`config.mk`:
```
export PLATFORM = sky130hd
export DESIGN_NAME = joy_md_conditioner
export DESIGN_NICKNAME = d
export VERILOG_FILES = /design/src/rtl/joy_md_pkg.sv /design/src/rtl/joy_md_debounce.sv /design/src/rtl/joy_md_conditioner.sv
export SDC_FILE = /design/constraint.sdc
export NUM_CORES = 1
export LEC_CHECK = 0
export ABC_AREA = 1
export BUFFER_PORTS_ARGS = -buffer_cell sky130_fd_sc_hd__buf_2
export CORE_MARGIN = 10
export CORE_UTILIZATION = 30
export CTS_CLUSTER_DIAMETER = 50
export DETAILED_ROUTE_END_ITERATION = 16
export PLACE_DENSITY = 0.53
export SETUP_SLACK_MARGIN = 0.4
export SYNTH_ARGS = -nofsm -noshare
export SYNTH_HDL_FRONTEND = slang
export SYNTH_SLANG_ARGS = --single-unit
```
`constraint.sdc`:
```
create_clock -name clk -period 1.9 [get_ports clk]
set_input_delay 0.38 -clock clk [delete_from_list [all_inputs] [get_ports clk]]
set_output_delay 0.38 -clock clk [all_outputs]
set_load 0.02 [all_outputs]
```
`src/rtl/joy_md_pkg.sv`:
```
// ============================================================================
// joy_md_pkg : bit map and word type shared by the Megadrive joystick
//              conditioner and its debouncer.
// Revision   : 1.0
// ============================================================================
`default_nettype none

package joy_md_pkg;

  localparam int JOY_R = 0;
  localparam int JOY_L = 1;
  localparam int JOY_D = 2;
  localparam int JOY_U = 3;
  localparam int JOY_A = 4;
  localparam int JOY_B = 5;
  localparam int JOY_C = 6;
  localparam int JOY_S = 7;
  localparam int JOY_X = 8;
  localparam int JOY_Y = 9;
  localparam int JOY_Z = 10;
  localparam int JOY_M = 11;
  localparam int JOY_W = 12;

  typedef logic [JOY_W-1:0] joy_word_t;

  // Opposite directions cancel each other instead of one taking priority.
  function automatic joy_word_t socd_clean(input joy_word_t v);
    joy_word_t r;
    r = v;
    if (v[JOY_L] && v[JOY_R]) begin
      r[JOY_L] = 1'b0;
      r[JOY_R] = 1'b0;
    end
    if (v[JOY_U] && v[JOY_D]) begin
      r[JOY_U] = 1'b0;
      r[JOY_D] = 1'b0;
    end
    return r;
  endfunction

endpackage

`default_nettype wire

```
`src/rtl/joy_md_debounce.sv`:
```
// ============================================================================
// joy_md_debounce : whole-vector debouncer; a word is committed only after it
//                   has held unchanged for DEB_TICKS ticks.
// Revision        : 1.0
// ============================================================================
`default_nettype none

module joy_md_debounce
  import joy_md_pkg::*;
#(
  parameter int DEB_TICKS = 5
) (
  input  logic      clk,
  input  logic      rst_n,
  input  logic      tick,
  input  joy_word_t sync_word,
  output joy_word_t committed
);

  localparam logic [7:0] DEB_LAST = 8'(DEB_TICKS);

  joy_word_t  sample_q, sample_d;
  joy_word_t  commit_q, commit_d;
  logic [7:0] cnt_q, cnt_d;

  always_comb begin
    sample_d = sample_q;
    cnt_d    = cnt_q;
    commit_d = commit_q;
    if (sync_word != sample_q) begin
      sample_d = sync_word;
      cnt_d    = '0;
    end else if (tick && (cnt_q != DEB_LAST)) begin
      cnt_d = cnt_q + 8'd1;
    end
    // Counter parks at DEB_LAST, so a held vector keeps re-committing itself.
    if (cnt_q == DEB_LAST) begin
      commit_d = sample_q;
    end
  end

  always_ff @(posedge clk or negedge rst_n) begin
    if (!rst_n) begin
      sample_q <= '0;
      cnt_q    <= '0;
      commit_q <= '0;
    end else begin
      sample_q <= sample_d;
      cnt_q    <= cnt_d;
      commit_q <= commit_d;
    end
  end

  assign committed = commit_q;

endmodule

`default_nettype wire

```
`src/rtl/joy_md_conditioner.sv`:
```
// ============================================================================
// joy_md_conditioner : sync, debounce, SOCD clean, Mode+Start coin with masking
//                      and optional autofire (JOY_MD_AUTOFIRE_EN) per player.
// Revision           : 1.0
// ============================================================================
`default_nettype none

module joy_md_conditioner
  import joy_md_pkg::*;
#(
  parameter int TICK_DIV  = 24000,
  parameter int DEB_TICKS = 5,
  parameter int AF_TICKS  = 33
) (
  input  logic             clk,
  input  logic             rst_n,
  input  logic [JOY_W-1:0] joystick1,
  input  logic [JOY_W-1:0] joystick2,
  output logic [JOY_W-1:0] p1_out,
  output logic [JOY_W-1:0] p2_out,
  output logic [1:0]       coin,
  output logic             tick
);

  localparam int             TW        = (TICK_DIV > 2) ? $clog2(TICK_DIV) : 1;
  localparam logic [TW-1:0]  TICK_LAST = TW'(TICK_DIV - 1);

  logic [TW-1:0] tick_cnt_q, tick_cnt_d;

  always_comb begin
    tick_cnt_d = (tick_cnt_q == TICK_LAST) ? '0 : tick_cnt_q + 1'b1;
  end

  always_ff @(posedge clk or negedge rst_n) begin
    if (!rst_n) tick_cnt_q <= '0;
    else        tick_cnt_q <= tick_cnt_d;
  end

  assign tick = (tick_cnt_q == TICK_LAST);

  joy_word_t raw_w [2];
  joy_word_t out_w [2];

  assign raw_w[0] = joystick1;
  assign raw_w[1] = joystick2;

  for (genvar p = 0; p < 2; p++) begin : g_player
    joy_word_t sync1_q, sync2_q;
    joy_word_t commit_w;
    joy_word_t af_word_w;
    joy_word_t out_q, out_d;
    logic      ms_w, ms_prev_q, coin_event_w;
    logic      mask_q, mask_d;
    logic      coin_q;

    always_ff @(posedge clk or negedge rst_n) begin
      if (!rst_n) begin
        sync1_q <= '0;
        sync2_q <= '0;
      end else begin
        sync1_q <= raw_w[p];
        sync2_q <= sync1_q;
      end
    end

    joy_md_debounce #(
      .DEB_TICKS (DEB_TICKS)
    ) u_debounce (
      .clk       (clk),
      .rst_n     (rst_n),
      .tick      (tick),
      .sync_word (sync2_q),
      .committed (commit_w)
    );

`ifdef JOY_MD_AUTOFIRE_EN
    localparam logic [7:0] AF_LAST = 8'(AF_TICKS - 1);

    logic       af_held_w;
    logic       af_held_q;
    logic       af_phase_q, af_phase_d;
    logic [7:0] af_cnt_q, af_cnt_d;

    assign af_held_w = commit_w[JOY_X] | commit_w[JOY_Y];

    always_comb begin
      af_phase_d = af_phase_q;
      af_cnt_d   = af_cnt_q;
      if (!af_held_w) begin
        af_phase_d = 1'b0;
        af_cnt_d   = '0;
      end else if (!af_held_q) begin
        af_phase_d = 1'b1;
        af_cnt_d   = '0;
      end else if (tick) begin
        if (af_cnt_q == AF_LAST) begin
          af_phase_d = ~af_phase_q;
          af_cnt_d   = '0;
        end else begin
          af_cnt_d = af_cnt_q + 8'd1;
        end
      end
    end

    always_ff @(posedge clk or negedge rst_n) begin
      if (!rst_n) begin
        af_held_q  <= 1'b0;
        af_phase_q <= 1'b0;
        af_cnt_q   <= '0;
      end else begin
        af_held_q  <= af_held_w;
        af_phase_q <= af_phase_d;
        af_cnt_q   <= af_cnt_d;
      end
    end

    // The next-state phase is used so the first fire lands with the X/Y press.
    always_comb begin
      af_word_w        = commit_w;
      af_word_w[JOY_A] = commit_w[JOY_A] | (commit_w[JOY_X] & af_phase_d);
      af_word_w[JOY_B] = commit_w[JOY_B] | (commit_w[JOY_Y] & af_phase_d);
    end
`else
    assign af_word_w = commit_w;
`endif

    assign ms_w         = commit_w[JOY_M] & commit_w[JOY_S];
    assign coin_event_w = ms_w & ~ms_prev_q;

    always_comb begin
      mask_d = mask_q;
      if (coin_event_w) begin
        mask_d = 1'b1;
      end else if (!commit_w[JOY_M] && !commit_w[JOY_S]) begin
        mask_d = 1'b0;
      end
      out_d = socd_clean(af_word_w);
      // The event term hides M/S in the same cycle the mask is being set.
      if (mask_q || coin_event_w) begin
        out_d[JOY_M] = 1'b0;
        out_d[JOY_S] = 1'b0;
      end
    end

    always_ff @(posedge clk or negedge rst_n) begin
      if (!rst_n) begin
        ms_prev_q <= 1'b0;
        mask_q    <= 1'b0;
        coin_q    <= 1'b0;
        out_q     <= '0;
      end else begin
        ms_prev_q <= ms_w;
        mask_q    <= mask_d;
        coin_q    <= coin_event_w;
        out_q     <= out_d;
      end
    end

    assign out_w[p] = out_q;
    assign coin[p]  = coin_q;
  end

  assign p1_out = out_w[0];
  assign p2_out = out_w[1];

endmodule

`default_nettype wire

```
==> results.md, run 1 <==
* Syn Area/Cell at 10.39 um^2
* Final core occ at 37.90%
* Via density at 4.185
* Die Y at 161.3 um
* Worst skew pair latency at 0.42 ns
* Core Box Area at 19590 um^2
* Vias in the first global route at 3856
* Clock transition at the registers of the reported paths at 0.07 ns
* Commonest non-fill, non-tap cell in the layout: dfrtp_1
* CP required at 1.52 ns
* DRC at 0
* Worst vdd ir at 0.5712 mV
* Grt ovf at 0
* Length of routed met2 wiring at 5671 um
* P per Cell Area at 936.5 nW/um^2
* Worst setup margin at -0.009197 ns
* Period utilization at 100.5%
* M1 WL at 5108 um
* Top Layer Used: met4
* Via Count at 3846
* Die area at 26030 um^2
* Final wirelength at 11280 um
* Avg WL per Cell at 12.28 um
* WL met3 at 401 um
* Pre-antenna DRT Iters at 4
* Placed Cells at 869
* Num rows at 51
* Cts bufs inserted at 17
* Nets at 672
* Total GRT Usage at 8.710%
* Longest Clk Path Bufs at 2
* Final Skew at 0.01524 ns
* Max Freq at 523.8 MHz
* Failing checks: setup timing
* First-pass GRT wire length at 18460 um
* Layout fillers at 1927
* Final Setup Violations at 1
* Netlist Area Pre-Place at 5993 um^2
* Yosys cell types at 31
* Final worst path period need at 1.909 ns
* Post-synthesis sequential area ratio at 65.55%
* Max-Slew Margin vs Limit at 73.70%
* Cell-by-cell trace of the critical path: ha_2 > nand2_2 > nor2_4 > nand2_4 > nor3_4 > buf_6
* CP Data Arrival Time at 1.53 ns
* Worst-margin pin slew at 0.3909 ns
* Cell count after synthesis at 577
* CTS tree: yes
* Most frequent cells in the layout: dfrtp_1, nand2_1, inv_1, nor2_1, buf_2
* Hold Path Class: input pin to flop
* CP max stage delay at 0.36 ns
* Sink Count at 157
* Ports at 53
* CP Max Fanout at 2
* Die W at 161.3 um
* Hold slack at 0.05534 ns
* Final slew viol count at 0
* Antenna violations before repair at 0
* Root Buffer: clkbuf_16
* Final GP Congestion at 0.8418
* N_diodes at 0
* Iter 0 DRT Violations at 170
* # port buffers at 52
* Max Cap Viol at 0
* Fin. Hold Viols at 0
* RSZ-0062 raised after global routing: yes
* Setup crit end kind: output pin
* Syn Nets at 608
* Critical path's slowest cell: dfrtp_1
* Initial Utilization at 30.59%
* Share of cells above drive strength 1 at 22.78%
* P_leak at 3.685 nW
* H-tree levels at 4
* Kind of critical path: flop to output pin
* Setup WS pre-CTS at 0.2738 ns
* Total of warnings raised by yosys at 0
* DP Wirelength at 7580 um
* Area Growth Syn to Fin at 23.88%
* Final ANT Viol Nets at 0
* #FFs+latches synth at 157
* Fin cells at 919
* Startpoint Class: flop
* Largest net degree at the start of global routing at 64
* Outcome: finished, violations left
-- state kept, by name, summed over array words and instances (netlist names) --
register	count
g_player.coin_q	2
g_player.u_debounce.cnt_q	16
p2_out	12
g_player.ms_prev_q	2
g_player.mask_q	2
g_player.u_debounce.sample_q	24
tick_cnt_q	15
g_player.sync1_q	24
p1_out	12
g_player.sync2_q	24
g_player.u_debounce.committed	24
-- report_power, final --
| part | internal [mW] | total [mW] | switching, mW |
|---|---|---|---|
| logic | 0.0751 | 0.189 | 0.113 |
| registers | 3.42 | 3.47 | 0.0486 |
| clock network | 1.77 | 3.30 | 1.53 |
| total | 5.26 | 6.95 | 1.69 |
-- through the flow --
stage,cell area (um^2),TNS (ns),power (mW)
after CTS,7163,-0.06001,7.066
after global placement,6520,0,3.715
final,7425,-0.009197,6.953
after floorplan,5993,0,3.609
after detailed placement,6520,0,3.724
after global routing,7425,-0.1345,7.264
-- critical path: cells and delay by family, from the launching register on --
| kind | cells | cell delay (ns) |
|---|---|---|
| simple gates | 4 | 0.42 |
| flops | 1 | 0.36 |
| buf+inv | 1 | 0.14 |
| fa+ha+maj | 1 | 0.19 |
-- synthesized netlist by cell type --
library cell  number  area (um^2)
clkbuf_1          25        93.84
nor2_2             3        18.77
nor3_2             1        10.01
xnor2_1           21        183.9
xor2_1             9        78.83
ha_1               5        62.56
dfrtp_1          157         3929
buf_2              2        10.01
nand3_2            2        20.02
clkinv_2           1        5.000
o21ai_1            1        5.000
nand3_4            3        52.55
buf_6              2        22.52
inv_2              2        7.510
nor3_4             1        16.27
a31oi_1            1        6.260
buf_4              3        22.52
nand2_1          124        465.5
o21ai_0           19        95.09
nor4_1             2        12.51
nand4_2            1        12.51
nand2_4            2        22.52
inv_1             66        247.7
nand4_1           12        75.07
nand2_2            3        18.77
nor2_8             1        20.02
nor2_4             3        33.78
nor3_1             6        30.03
nor2_1            64        240.2
nand3_1           28        140.1
a21oi_1            7        35.03
-- path summary, 6_finish.rpt --
check,startpoint,slack [ns],cells past startpoint,end
max,tick_cnt_q[0]$_DFF_PN0_,-0.009,6,tick
min,joystick2[0],0.06,1,g_player[1].sync1_q[0]$_DFF_PN0_
max reg2reg,tick_cnt_q[0]$_DFF_PN0_,0.28,12,g_player[0].u_debounce.cnt_q[5]$_DFFE_PN0P_
min reg2reg,g_player[0].sync1_q[2]$_DFF_PN0_,0.35,0,g_player[0].sync2_q[2]$_DFF_PN0_
max in group asynchronous,rst_n,0.87,3,p1_out[2]$_DFF_PN0_
min in group asynchronous,rst_n,0.39,2,g_player[1].sync1_q[3]$_DFF_PN0_
-- per-layer routing --
layer,vias up,GRT usage [%]
met5,-,0
met3,8,3.406
li1,1898,-
met2,57,13.76
met1,1883,10.59
met4,0,3.102
-- area by class of cell --
| class | count | area (um^2) | share of cell area, % |
|---|---|---|---|
| sequential | 157 | 3930 | 52.93 |
| timing repair buffer | 77 | 553.0 | 7.449 |
| clock buffer | 17 | 425.4 | 5.730 |
| clock inverter | 15 | 165.2 | 2.224 |
| multi-input combinational | 319 | 1740 | 23.44 |
| tap | 265 | 331.6 | 4.466 |
| inverter | 69 | 279.0 | 3.758 |
-- what timing repair did --
| item | 4_1_cts | 5_1_grt |
|---|---|---|
| hold buffers | 1 | 0 |
| buffers inserted | 3 | 13 |
| pin swaps | 1 | 14 |
| hold endpoints to repair | 28 | 0 |
| endpoints found under the setup margin | 29 | 40 |
| cloned | 0 | 1 |
| gates resized for setup | 7 | 38 |
-- cells by family after synthesis --
group / after synthesis / share of synthesized area (%)
AOI/OAI and AO/OA: 28 / 2.359
adders and majority gates: 5 / 1.044
buffers and inverters: 101 / 6.827
DFF: 157 / 65.55
and+or+nand+nor: 256 / 19.83
xor gates and xnor gates: 30 / 4.384
No activity file was read; power rests on OpenSTA's default activity.
==> run 2, diff against run 1 <==
CTS_CLUSTER_DIAMETER = 80   (was 50)
PLACE_DENSITY = 0.42   (was 0.53)
SYNTH_HIERARCHICAL = 1   (was unset)
==> run 2 against run 1 <==
Net effect:
- the flow now finishes without violations
- non-clock buffer count increased by 8
- synthesized cell count grew 7.5%
- die area up 2.4%
- critical path type is now flop to flop
- critical endpoint is now g_player[0].u_debounce/cnt_q[1]$_DFFE_PN0P_
- largest cell class unchanged
- largest power group is now clock
==> results.md, run 2 <==
* Nets at 725
* Period utilization at 97.38%
* Synth Flop Type: dfrtp_1
* Share of cells above drive strength 1 at 27.90%
* Syn Nets at 651
* # port buffers at 52
* Vias in the first global route at 4104
* DP Wirelength at 7702 um
* Synth top area share at 63.80%
* Crit path launch: tick_cnt_q[0]$_DFF_PN0_
* Final Setup Violations at 0
* Largest net degree at the start of global routing at 51
* DRC at 0
* Outcome: finished clean
* Ys async rst share at 100.0%
* Max Cap Viol at 0
* Hold slack at 0.06859 ns
* P per Cell Area at 914.9 nW/um^2
* CTS tree: yes
* Most frequent cells in the layout: dfrtp_1, nand2_1, inv_1, nor2_1, buf_2
* Antenna violations before repair at 1
* First-pass GRT wire length at 20270 um
* Final wirelength at 12270 um
* Die W at 163.3 um
* Num rows at 52
* Commonest non-fill, non-tap cell in the layout: dfrtp_1
* Fin. Hold Viols at 0
* Max Freq at 540.5 MHz
* #FFs+latches synth at 157
* CP required at 2.25 ns
* Post-synthesis sequential area ratio at 63.80%
* Avg WL per Cell at 12.55 um
* Worst skew pair latency at 0.42 ns
* Sink Count at 157
* Yosys cell types at 27
* Longest Clk Path Bufs at 2
* Hold Path Class: input pin to flop
* Startpoint Class: flop
* Final GP Congestion at 0.8723
* Final worst path period need at 1.850 ns
* Overall power at 7.228 mW
* Setup crit end kind: flop
* Psw at 1.505 mW
* Final slew viol count at 0
* Switching Share at 20.82%
* Die area at 26660 um^2
* Via density at 4.130
* Seq pwr share at 47.9%
* Pre-antenna DRT Iters at 4
* Cell taking the most area after synthesis: dfrtp_1
* Total of warnings raised by yosys at 6
* Internal power at 5.723 mW
* Cell count after synthesis at 620
* Ports at 53
* Area Growth Syn to Fin at 28.28%
* List of most frequent post-synthesis cells: dfrtp_1, nand2_1, inv_1, nor2_1, nand3_1
* Max-Slew Margin vs Limit at 66.78%
* Top cells by area, synth: dfrtp_1, nand2_1, inv_1, nor2_1, o21ai_2
* Kind of critical path: flop to flop
* Post-synth EDFFs at 0
* P_leak at 3.834 nW
* FF-to-FF Start: tick_cnt_q[0]$_DFF_PN0_
* Reg2Reg Setup Slack at 0.05 ns
* HP Start: joystick1[2]
* Grt ovf at 0
* Total GRT Usage at 9.464%
* Via Count at 4035
* Die Y at 163.3 um
* Syn Area/Cell at 9.933 um^2
* Clock transition at the registers of the reported paths at 0.06 ns
* Netlist Area Pre-Place at 6158 um^2
* Comb power frac at 2.8%
* Root Buffer: clkbuf_16
* Clk pwr share at 49.3%
* Initial Utilization at 30.44%
* RSZ-0062 raised after global routing: yes
* Iter 0 DRT Violations at 188
* H-tree levels at 4
* Worst-margin pin slew at 0.4983 ns
* Worst vdd ir at 0.5318 mV
* CP Max Fanout at 5
* Most numerous cell in the Yosys netlist: dfrtp_1
* Final Skew at 0.01010 ns
* Final ANT Viol Nets at 0
* Cts bufs inserted at 17
* CP Data Arrival Time at 2.20 ns
* Core Box Area at 20230 um^2
run 2: path summary, 6_finish.rpt:
kind                                                               end  depth (start not counted)
min in group asynchronous              g_player[1].ms_prev_q$_DFF_PN0_                          2
setup / recovery           g_player[0].u_debounce/cnt_q[1]$_DFFE_PN0P_                         12
hold / removal                        g_player[0].sync1_q[2]$_DFF_PN0_                          1
setup reg to reg           g_player[0].u_debounce/cnt_q[1]$_DFFE_PN0P_                         12
max in group asynchronous            g_player[0].sync1_q[10]$_DFF_PN0_                          3
hold reg to reg                       g_player[0].sync2_q[8]$_DFF_PN0_                          0
run 2: logic make-up after synthesis:
logic type                 share of synthesized area [%]
and+or+nand+nor                                    21.27
DFF                                                63.80
AOI/OAI and AO/OA                                  3.616
buffers and inverters                              7.883
xor gates and xnor gates                           2.418
adders and majority gates                          1.016
run 2: layout make-up:
class | count | area (um^2)
diodes | 1 | 2.502
fillers | 1939 | 12330
clock buffers | 21 | 450.4
repair buffers | 85 | 748.2
clock inverters | 10 | 161.4
flip-flops and latches | 157 | 3931
multi-input cells | 344 | 1922
inverters | 89 | 346.6
well taps | 270 | 337.8
run 2: worst max-delay path, stage by stage, from the launching register on:
cell and delay [ns]:
dfrtp_1 0.39, ha_4 0.16, nand3_4 0.08, nor3_4 0.14, nand2_2 0.10, clkinv_4 0.06
buf_6 0.08, buf_6 0.10, buf_12 0.13, buf_12 0.11, nand2_8 0.05, or2_1 0.24
a21oi_2 0.13
run 2: per-stage QoR:
| step | TNS, ns | util [%] | area (um^2) | worst slack, ns | std cells |
|---|---|---|---|---|---|
| after floorplan | 0 | - | 6170 | 0.3102 | 620 |
| after global placement | 0 | 33.17 | 6711 | 0.2022 | 917 |
| after detailed placement | 0 | 33.17 | 6711 | 0.1168 | 917 |
| after CTS | -0.01474 | 37.70 | 7629 | -0.01474 | 963 |
| after global routing | -1.144 | 39.03 | 7898 | -0.09604 | 976 |
| final | 0 | 39.04 | 7900 | 0.04985 | 977 |
run 2: power by group through the flow:
stage / Combinational (mW) / Clock [mW] / Sequential, mW
floorplan: 0.0946 / 0 / 3.51
global placement: 0.204 / 0 / 3.52
detailed placement: 0.207 / 0 / 3.52
CTS: 0.211 / 3.68 / 3.46
global route: 0.235 / 3.82 / 3.47
finish: 0.200 / 3.57 / 3.46
run 2: routing by layer:
metal  global-route usage (%)  vias to the layer above  part of all wire [%]
li1                         -                     2014                     -
met1                    11.76                     1933                    45
met2                    14.79                       79                    49
met3                    3.423                        9                   5.0
met4                    3.484                        0                   1.1
met5                        0                        -                     0
run 2: repair_timing:
item,CTS,global route
hold endpoints to repair,47,0
endpoints found under the setup margin,25,47
resized for setup,40,20
pin swaps,23,17
cloned,1,5
hold buffers,1,0
setup buffers,13,8
==> run 3, diff against run 2 <==
PLACE_DENSITY = 0.44   (was 0.42)
==> run 3 against run 2 <==
Net effect:
- sequential cell count unchanged
- clock skew grew 0.0059 ns
- sequential share of layout area is 0.31 points higher
- via count is 0.40% lower
- routed wire length shrank 2.8%
- register-to-register slack improved by 0.08 ns
- maximum frequency hardly changed
- non-clock buffer count rose by 10
- sequential power hardly changed
- clock power down 8.4%
- combinational power about the same
- largest cell class unchanged
- highest routed layer unchanged
==> results.md, run 3 (synthesis results as in run 2) <==
* Kind of critical path: flop to output pin
* Root Buffer: clkbuf_16
* P_leak at 3.856 nW
* Critical path's slowest cell: dfrtp_1
* CP required at 1.52 ns
* Avg WL per Cell at 12.02 um
* CP Data Arrival Time at 1.47 ns
* Final slew viol count at 0
* Fin. Hold Viols at 0
* Commonest non-fill, non-tap cell in the layout: dfrtp_1
* Most frequent cells in the layout: dfrtp_1, nand2_1, inv_1, nor2_1, buf_2
* Multi-input logic area at 1948 um^2
* Clock transition at the registers of the reported paths at 0.06 ns
* DRC at 0
* First-pass GRT wire length at 19780 um
* Overall power at 6.933 mW
* Worst-margin pin slew at 0.4693 ns
* RSZ-0062 raised after global routing: yes
* Final worst path period need at 1.849 ns
* CP max stage delay at 0.40 ns
* Max Freq at 540.7 MHz
* CTS tree: yes
* Cell-by-cell trace of the critical path: ha_4 > nand3_4 > nor3_4 > nand2_2 > clkinv_4 > buf_6
* Ports at 53
* Pre-antenna DRT Iters at 6
* Worst skew pair latency at 0.43 ns
* Hold slack at 0.05922 ns
* Antenna violations before repair at 2
* Hold Path Class: input pin to flop
* Longest Clk Path Bufs at 2
* P per Cell Area at 882.7 nW/um^2
* Final Setup Violations at 0
* Area Growth Syn to Fin at 27.53%
* Core Box Area at 20230 um^2
* Max Cap Viol at 0
* Iter 0 DRT Violations at 127
* Die W at 163.3 um
* Vias in the first global route at 4103
* Startpoint Class: flop
* Setup crit end kind: output pin
* Final Skew at 0.01595 ns
* Final ANT Viol Nets at 0
* Cts bufs inserted at 17
* Period utilization at 97.34%
* Num rows at 52
* Layout fillers at 1936
* H-tree levels at 4
* Die Y at 163.3 um
* Final GP Congestion at 0.8057
* Die area at 26660 um^2
* Grt ovf at 0
* Nets at 738
* Initial Utilization at 30.44%
* Share of cells above drive strength 1 at 29.44%
* Outcome: finished clean
* Largest net degree at the start of global routing at 48
* Via density at 4.051
* DP Wirelength at 7776 um
* CP Max Fanout at 2
* WP buf/inv at 2
* Final wirelength at 11930 um
* # port buffers at 52
* Via Count at 4019
* Worst vdd ir at 0.5416 mV
* Total GRT Usage at 9.309%
* CP delay by family, top: flip-flops
* Sink Count at 157
* Max-Slew Margin vs Limit at 68.71%
* Area of all sequential standard cells at 3933 um^2
==> run 3: cell types whose count changed in the layout (fill, tap and decap cells not counted), moves of 2 or more <==
| cell | change |
|---|---|
| inv_6 | +3 |
| buf_4 | +15 |
| buf_12 | -4 |
| bufinv_16 | -3 |
| nand2_4 | +3 |
| clkbuf_16 | -3 |
| buf_8 | +2 |
| clkbuf_1 | -2 |
==> run 3: final timing paths <==
check / from / cells after the start / slack, ns / end
max in group asynchronous: rst_n / 3 / 0.79 / g_player[0].u_debounce/cnt_q[2]$_DFFE_PN0P_
min reg2reg: g_player[1].sync1_q[5]$_DFF_PN0_ / 0 / 0.35 / g_player[1].sync2_q[5]$_DFF_PN0_
max: tick_cnt_q[0]$_DFF_PN0_ / 6 / 0.05 / tick
min: joystick1[3] / 1 / 0.06 / g_player[0].sync1_q[3]$_DFF_PN0_
max reg2reg: tick_cnt_q[0]$_DFF_PN0_ / 13 / 0.13 / g_player[0].u_debounce/cnt_q[2]$_DFFE_PN0P_
min in group asynchronous: rst_n / 2 / 0.48 / g_player[1].u_debounce/committed[7]$_DFFE_PN0N_
==> run 3: report_power, final <==
part	switching (mW)	total, mW	internal, mW	leakage, nW
Clock	1.40	3.27	1.87	0.281
Sequential	0.0413	3.46	3.42	2.01
Combinational	0.130	0.198	0.0677	1.57
Total	1.57	6.93	5.36	3.86
==> run 3: repair_timing <==
action | CTS | global route
resized for setup | 31 | 29
endpoints found under the hold margin | 43 | 0
pin swaps | 23 | 21
buffers inserted | 18 | 16
gates cloned | 2 | 2
hold buffers | 1 | 0
setup endpoints to repair | 26 | 44
==> run 3: routing by layer <==
layer | up-vias | GRT usage [%] | wire (um)
li1 | 2041 | - | -
met1 | 1901 | 11.59 | 5621
met2 | 64 | 14.46 | 5653
met3 | 13 | 3.272 | 480
met4 | 0 | 3.730 | 173
met5 | - | 0 | 0
==> run 3: cell type report <==
class,instances,share of cell area (%)
antenna,2,0.06372
clock buffer,19,5.640
clock inverter,13,1.641
inverter,89,4.317
multi-input combinational,347,24.80
sequential,157,50.07
tap,270,4.301
timing repair buffer,95,9.160
==> run 3: through the flow <==
stage	instances	utilization [%]	setup TNS, ns	setup WS, ns	area, um^2
final	992	38.81	0	0.05052	7854
after global routing	991	38.80	-0.01985	-0.01985	7851
after CTS	972	37.47	-0.04639	-0.04639	7582
after detailed placement	919	33.12	0	0.1235	6701
after global placement	919	33.12	0	0.2046	6701
after floorplan	620	-	0	0.3102	6170
